<file path="src/rtl/rv_pkg.sv">
// Shared definitions for the integer register file: default sizes,
// soft-clear FSM state encoding and the hard-wired zero register address.
package rv_pkg;

    localparam int XLEN_DEFAULT  = 32;
    localparam int NREGS_DEFAULT = 32;

    // Soft-clear FSM encoding, kept as plain constants for older tooling.
    typedef logic [1:0] clr_state_t;
    localparam clr_state_t ST_IDLE  = 2'd0;
    localparam clr_state_t ST_CLEAR = 2'd1;
    localparam clr_state_t ST_DONE  = 2'd2;

    // Architectural register x0 always reads as zero.
    localparam int X0 = 0;

endpackage

</file>
<file path="src/rtl/regfile_clear_fsm.sv">
// Soft-clear sequencer: walks clr_ptr from 1 to NREGS-1, zeroing one
// entry per cycle, then raises clr_done for a single cycle.
module regfile_clear_fsm
    import rv_pkg::*;
#(
    parameter int NREGS = NREGS_DEFAULT,
    parameter int AW    = $clog2(NREGS)
) (
    input  logic            clk,
    input  logic            reset,
    input  logic            clr_req,
    output clr_state_t      state,
    output logic            clr_busy,
    output logic            clr_done,
    output logic            clr_we,
    output logic [AW-1:0]   clr_addr
);

    localparam logic [AW-1:0] FIRST = AW'(1);
    localparam logic [AW-1:0] LAST  = AW'(NREGS - 1);

    logic [AW-1:0] clr_ptr;

    // State and pointer advance; the pointer parks on the last entry
    // rather than wrapping, so it never points back at x0.
    always_ff @(posedge clk or posedge reset) begin
        if (reset) begin
            state   <= ST_IDLE;
            clr_ptr <= FIRST;
        end else begin
            case (state)
                ST_IDLE: begin
                    if (clr_req) begin
                        state   <= ST_CLEAR;
                        clr_ptr <= FIRST;
                    end
                end
                ST_CLEAR: begin
                    if (clr_ptr == LAST) begin
                        state <= ST_DONE;
                    end else begin
                        clr_ptr <= clr_ptr + AW'(1);
                    end
                end
                ST_DONE: begin
                    state <= ST_IDLE;
                end
                default: begin
                    state <= ST_IDLE;
                end
            endcase
        end
    end

    assign clr_busy = (state == ST_CLEAR) || (state == ST_DONE);
    assign clr_done = (state == ST_DONE);
    assign clr_we   = (state == ST_CLEAR);
    assign clr_addr = clr_ptr;

endmodule

</file>
<file path="src/rtl/regfile_mp.sv">
// Parametrised multi-read-port integer register file with same-cycle
// write-to-read bypass and a sequenced soft-clear engine.
// Optional busy-bit scoreboard enabled by defining REGFILE_SCOREBOARD_EN;
// without it rd_busy is tied low and sb_set/sb_addr are ignored.
module regfile_mp
    import rv_pkg::*;
#(
    parameter int XLEN  = XLEN_DEFAULT,
    parameter int NREGS = NREGS_DEFAULT,
    parameter int NRD   = 2,
    parameter int AW    = $clog2(NREGS)
) (
    input  logic                clk,
    input  logic                reset,
    input  logic [NRD*AW-1:0]   rd_addr,
    output logic [NRD*XLEN-1:0] rd_data,
    output logic [NRD-1:0]      rd_busy,
    input  logic                we,
    input  logic [AW-1:0]       wa,
    input  logic [XLEN-1:0]     wd,
    input  logic                sb_set,
    input  logic [AW-1:0]       sb_addr,
    input  logic                clr_req,
    output logic                clr_busy,
    output logic                clr_done
);

    localparam logic [AW-1:0] ZA = AW'(X0);

    logic [XLEN-1:0] regs [NREGS];

    clr_state_t    state;
    logic          clr_we;
    logic [AW-1:0] clr_addr;
    logic          idle;
    logic          wr_commit;

    regfile_clear_fsm #(
        .NREGS (NREGS),
        .AW    (AW)
    ) u_clear_fsm (
        .clk      (clk),
        .reset    (reset),
        .clr_req  (clr_req),
        .state    (state),
        .clr_busy (clr_busy),
        .clr_done (clr_done),
        .clr_we   (clr_we),
        .clr_addr (clr_addr)
    );

    // Writes only land while idle; the clear engine owns the array otherwise.
    assign idle      = (state == ST_IDLE);
    assign wr_commit = we && (wa != ZA) && idle;

    // Storage array: a normal write and a clear write never coincide, and
    // neither can target x0, so entry 0 stays zero forever.
    always_ff @(posedge clk or posedge reset) begin
        if (reset) begin
            for (int i = 0; i < NREGS; i++) begin
                regs[i] <= '0;
            end
        end else begin
            if (wr_commit) begin
                regs[wa] <= wd;
            end
            if (clr_we) begin
                regs[clr_addr] <= '0;
            end
        end
    end

`ifdef REGFILE_SCOREBOARD_EN
    logic [NREGS-1:0] busy;

    // Busy bits: producer issue sets, committed write clears (set wins),
    // and the whole scoreboard is wiped when a soft clear finishes.
    always_ff @(posedge clk or posedge reset) begin
        if (reset) begin
            busy <= '0;
        end else if (state == ST_DONE) begin
            busy <= '0;
        end else begin
            if (wr_commit) begin
                busy[wa] <= 1'b0;
            end
            if (sb_set && (sb_addr != ZA) && idle) begin
                busy[sb_addr] <= 1'b1;
            end
        end
    end
`else
    logic unused_sb;
    assign unused_sb = ^{sb_set, sb_addr};
    assign rd_busy   = '0;
`endif

    for (genvar i = 0; i < NRD; i++) begin : g_rd
        logic [AW-1:0] ra;
        logic          byp;

        assign ra  = rd_addr[i*AW +: AW];
        assign byp = wr_commit && (wa == ra);

        assign rd_data[i*XLEN +: XLEN] = (ra == ZA) ? '0 :
                                         byp        ? wd :
                                                      regs[ra];
`ifdef REGFILE_SCOREBOARD_EN
        assign rd_busy[i] = (ra != ZA) && busy[ra];
`endif
    end

endmodule

</file>
<file path="config.mk">
export PLATFORM = sky130hd
export DESIGN_NAME = regfile_mp
export DESIGN_NICKNAME = d
export VERILOG_FILES = /design/src/rtl/rv_pkg.sv /design/src/rtl/regfile_clear_fsm.sv /design/src/rtl/regfile_mp.sv
export SDC_FILE = /design/constraint.sdc
export NUM_CORES = 2
export LEC_CHECK = 0
export CORE_MARGIN = 2
export CORE_UTILIZATION = 55
export CTS_BUF_LIST = sky130_fd_sc_hd__clkbuf_4 sky130_fd_sc_hd__clkbuf_8
export DETAILED_ROUTE_END_ITERATION = 10
export PLACE_DENSITY = 0.75
export SYNTH_ARGS = -nofsm -noshare
export SYNTH_HDL_FRONTEND = slang
export SYNTH_HIERARCHICAL = 1
export SYNTH_SLANG_ARGS = --single-unit
</file>
<file path="constraint.sdc">
create_clock -name clk -period 37.1 [get_ports clk]
set_clock_uncertainty 0.05 [all_clocks]
set_input_delay 11.13 -clock clk [delete_from_list [all_inputs] [get_ports clk]]
set_output_delay 11.13 -clock clk [all_outputs]
set_load 0.02 [all_outputs]
</file>
==> metrics.md <==
| Metric | Value |
|---|---|
| CTS Hold Bufs | 0 |
| Hold Crit Class | flip-flop to flip-flop |
| Worst-margin pin slew | ~1400 ps |
| Die height | between 300 and 400 um |
| Ys flop type | dfrtp_1 |
| CTS Buffer Depth | 3 |
| Synth Area in Simple Gates | 0.1563 |
| DRC violations left | 0 |
| DP Cell Count | between 7000 and 8000 |
| FF-to-FF path depth | 5 |
| Setup TNS | 0 ps |
| TritonCTS Buffers | 170 |
| GPL Wtd Cong | between 1 and 1.5 |
| Worst flop-to-flop path endpoint | regs[859] |
| Most frequent cell after synthesis | nand2_1 |
| Slew Limit Fails | 0 |
| Async SR Flop Fraction | 1.000 |
| Area Growth Syn to Fin | 8.259% |
| Post-Synthesis Cell Area | about 0.059 mm2 |
| Crit path kind | input port to primary output |
| Crit-path max FO | 22 |
| Worst hold slack | 465.7 ps |
| Starting density of the core | 0.5538 |
| Antenna Nets Post-Route | 0 |
| Total core area | ~0.11 mm2 |
| Htree depth | 4 |
| Hold EP | regs[1013] |
| Commonest cells in the netlist | 2080 x nand2_1, 1030 x dfrtp_1, 995 x a21oi_1 |
| Layout Cells excl Fill | approximately 7600 |
| Post-Synth XOR/XNOR Area | 0.001477 |
| Final-report hold violation count | 0 |
| IO Pins | 125 |
| HP Start | regs[1013] |
| Mapped Cells | about 6300 |
| Main combinational cell family by area after synthesis | multiplexers |
| Vias post-DR | ~55000 |
| Overall power | a little over 4 mW |
| Vias/cell | 7.154 |
| Worst hold path depth | 1 |
| Layout cells sized above 1 | 0.1509 |
| Syn_area_per_cell | between 9 and 10 um2 |
| Clk pin slew, worst setup/hold paths | 60 ps |
| Max frequency | 36.28 MHz |
| Worst skew pair latency | roughly 910 ps |
| Number of core rows | 120 |
| Final #Nets | between 6000 and 7000 |
| Vias in the first global route | approximately 53000 |
| PwrDens | 63.59 mW/mm2 |
| Slew HR | 0.03565 |
| Multiplexer share of the synthesized area | 0.1989 |
| Root Driver | clkbuf_8 |
| Yosys synthesis warning count | 6 |
| Fin util | 0.5995 |
| CTS sink count | ~1000 |
| # port buffers | 116 |
| Wire per inst | about 31 um |
| Worst path required time | approximately 26000 ps |
| Tmin final | 27570 ps |
| First-pass GRT wire length | about 340000 um |
| Crit share post-route | 0.7430 |
| Die area | between 0.1 and 0.15 mm2 |
| CP endpoint kind | primary output |
| Total track usage | 0.4244 |
| LEAKAGE | between 20 and 30 nW |
| Post-synthesis compound-gate area fraction | 0.1484 |
| Synth Register Bits | 1031 |
| Post-DP HPWL | ~130000 um |
| RSZ-0062 raised after global routing | no |
| Largest cells by area after synthesis | dfrtp_1 43%, nand2_1 13%, mux4_2 12%, a21oi_1 8.4%, mux2i_1 7.3% |
| Number of distinct library cells after synthesis | 71 |
| Remaining global-route overflow | 0 |
| Reg2Reg Setup Slack | 33660 ps |
| Final WL | between 200000 and 250000 um |
| DRT Pass-1 Iters | 7 |
| Crit path DAT | around 16000 ps |
| Die width | around 330 um |
| Max Cap Violations | 0 |
| FF-to-FF Start | u_clear_fsm/state[1] |
| Initial antenna violation count | 10 |
| Final setup fails | 0 |
| Post-synth EDFFs | 0 |
| Resized Gates After CTS | 0 |
| Pin count of the biggest net entering global routing | around 180 |
| CTS tree | done |
| DR iter-0 viols | between 8000 and 9000 |
| CP Launch Type | input port |
| Share of the synthesized area in the top cell type | 0.4348 |
| Adder-Cell Fraction of Synth Area | 0.001266 |
| Outcome | complete, no violations |
| Number of setup buffers added after CTS | 0 |
| Seq/Total Area, Yosys | 0.4352 |
| Critical Path Start | wa[4] |
| Area leader, netlist | dfrtp_1 |
| Maximum vdd ir drop | roughly 0.037 mV |
[flip-flops by register name, summed over array words and instances, names as in the netlist]
register	count
u_clear_fsm/clr_addr	5
regs	1024
u_clear_fsm/state	2
[cells by family after synthesis]
kind of cell | Yosys count
compound gates | 1471
xor+xnor | 10
fa+ha+maj | 6
buf+inv | 656
flops | 1031
mux | 780
other cells | 1
simple gates | 2313
[stage by stage]
stage          area [um2]  worst slack (ps)
5_1_grt             64160              9789
2_1_floorplan       59290             11810
3_5_place_dp        60380             10040
3_3_place_gp        60380             10030
4_1_cts             64150             10020
6_report            64180              9533
[power breakdown]
group | switching, mW | total [mW] | internal [mW]
registers | 0.296 | 1.79 | 1.50
clock network | 0.499 | 1.12 | 0.624
logic | 0.621 | 1.16 | 0.543
total | 1.42 | 4.08 | 2.66
[routing by layer]
metal  track usage  part of all wire  vias up
met4        0.3069             0.085       16
met5      0.003908            0.0011        -
met1        0.5030              0.33    26408
met2        0.5897              0.41     5090
met3        0.2190              0.17     1373
li1              -                 -    21684
[critical path: stages]
cell             delay (ps)
clkdlybuf4s50_1         790
xor2_1                  310
nor3_1                  280
and2_1                  860
nand2_1                 590
buf_4                   450
a311oi_1               1130
clkdlybuf4s50_1         810
[placed cells by master, fill, tap and decap left out, types with 26 or more instances in the layout]
cell type	n
nor2_2	31
a31oi_1	43
dfrtp_1	1030
clkbuf_4	62
nand3_1	26
mux4_2	310
nor2_4	38
o211ai_1	82
o31ai_1	28
mux2_2	32
a221oi_1	159
buf_4	171
a21oi_1	995
clkbuf_8	215
mux2i_1	433
o221ai_1	32
and2_1	37
clkdlybuf4s50_1	106
nand2_1	2077
[layout make-up]
type / count / area, um2
fill: 8835 / 42880
multi-input combinational: 4582 / 30280
sequential: 1031 / 25800
clock buffer: 276 / 3417
timing repair buffer: 290 / 2512
tap: 1403 / 1755
clock inverter: 29 / 350.3
inverter: 9 / 37.54
antenna: 8 / 20.02
[worst max-delay path by stage]
| stage | endpoint | slack, ps | depth (start not counted) |
|---|---|---|---|
| 6_report | rd_data[55] | 9530 | 8 |
| 5_1_grt | rd_data[23] | 9790 | 8 |
| 3_3_place_gp | rd_data[56] | 10030 | 8 |
| 4_1_cts | rd_data[56] | 10020 | 8 |
| 2_1_floorplan | regs[0] | 11810 | 1 |
| 3_5_place_dp | rd_data[56] | 10040 | 8 |
Note: power is estimated with default switching activity, not from simulation.
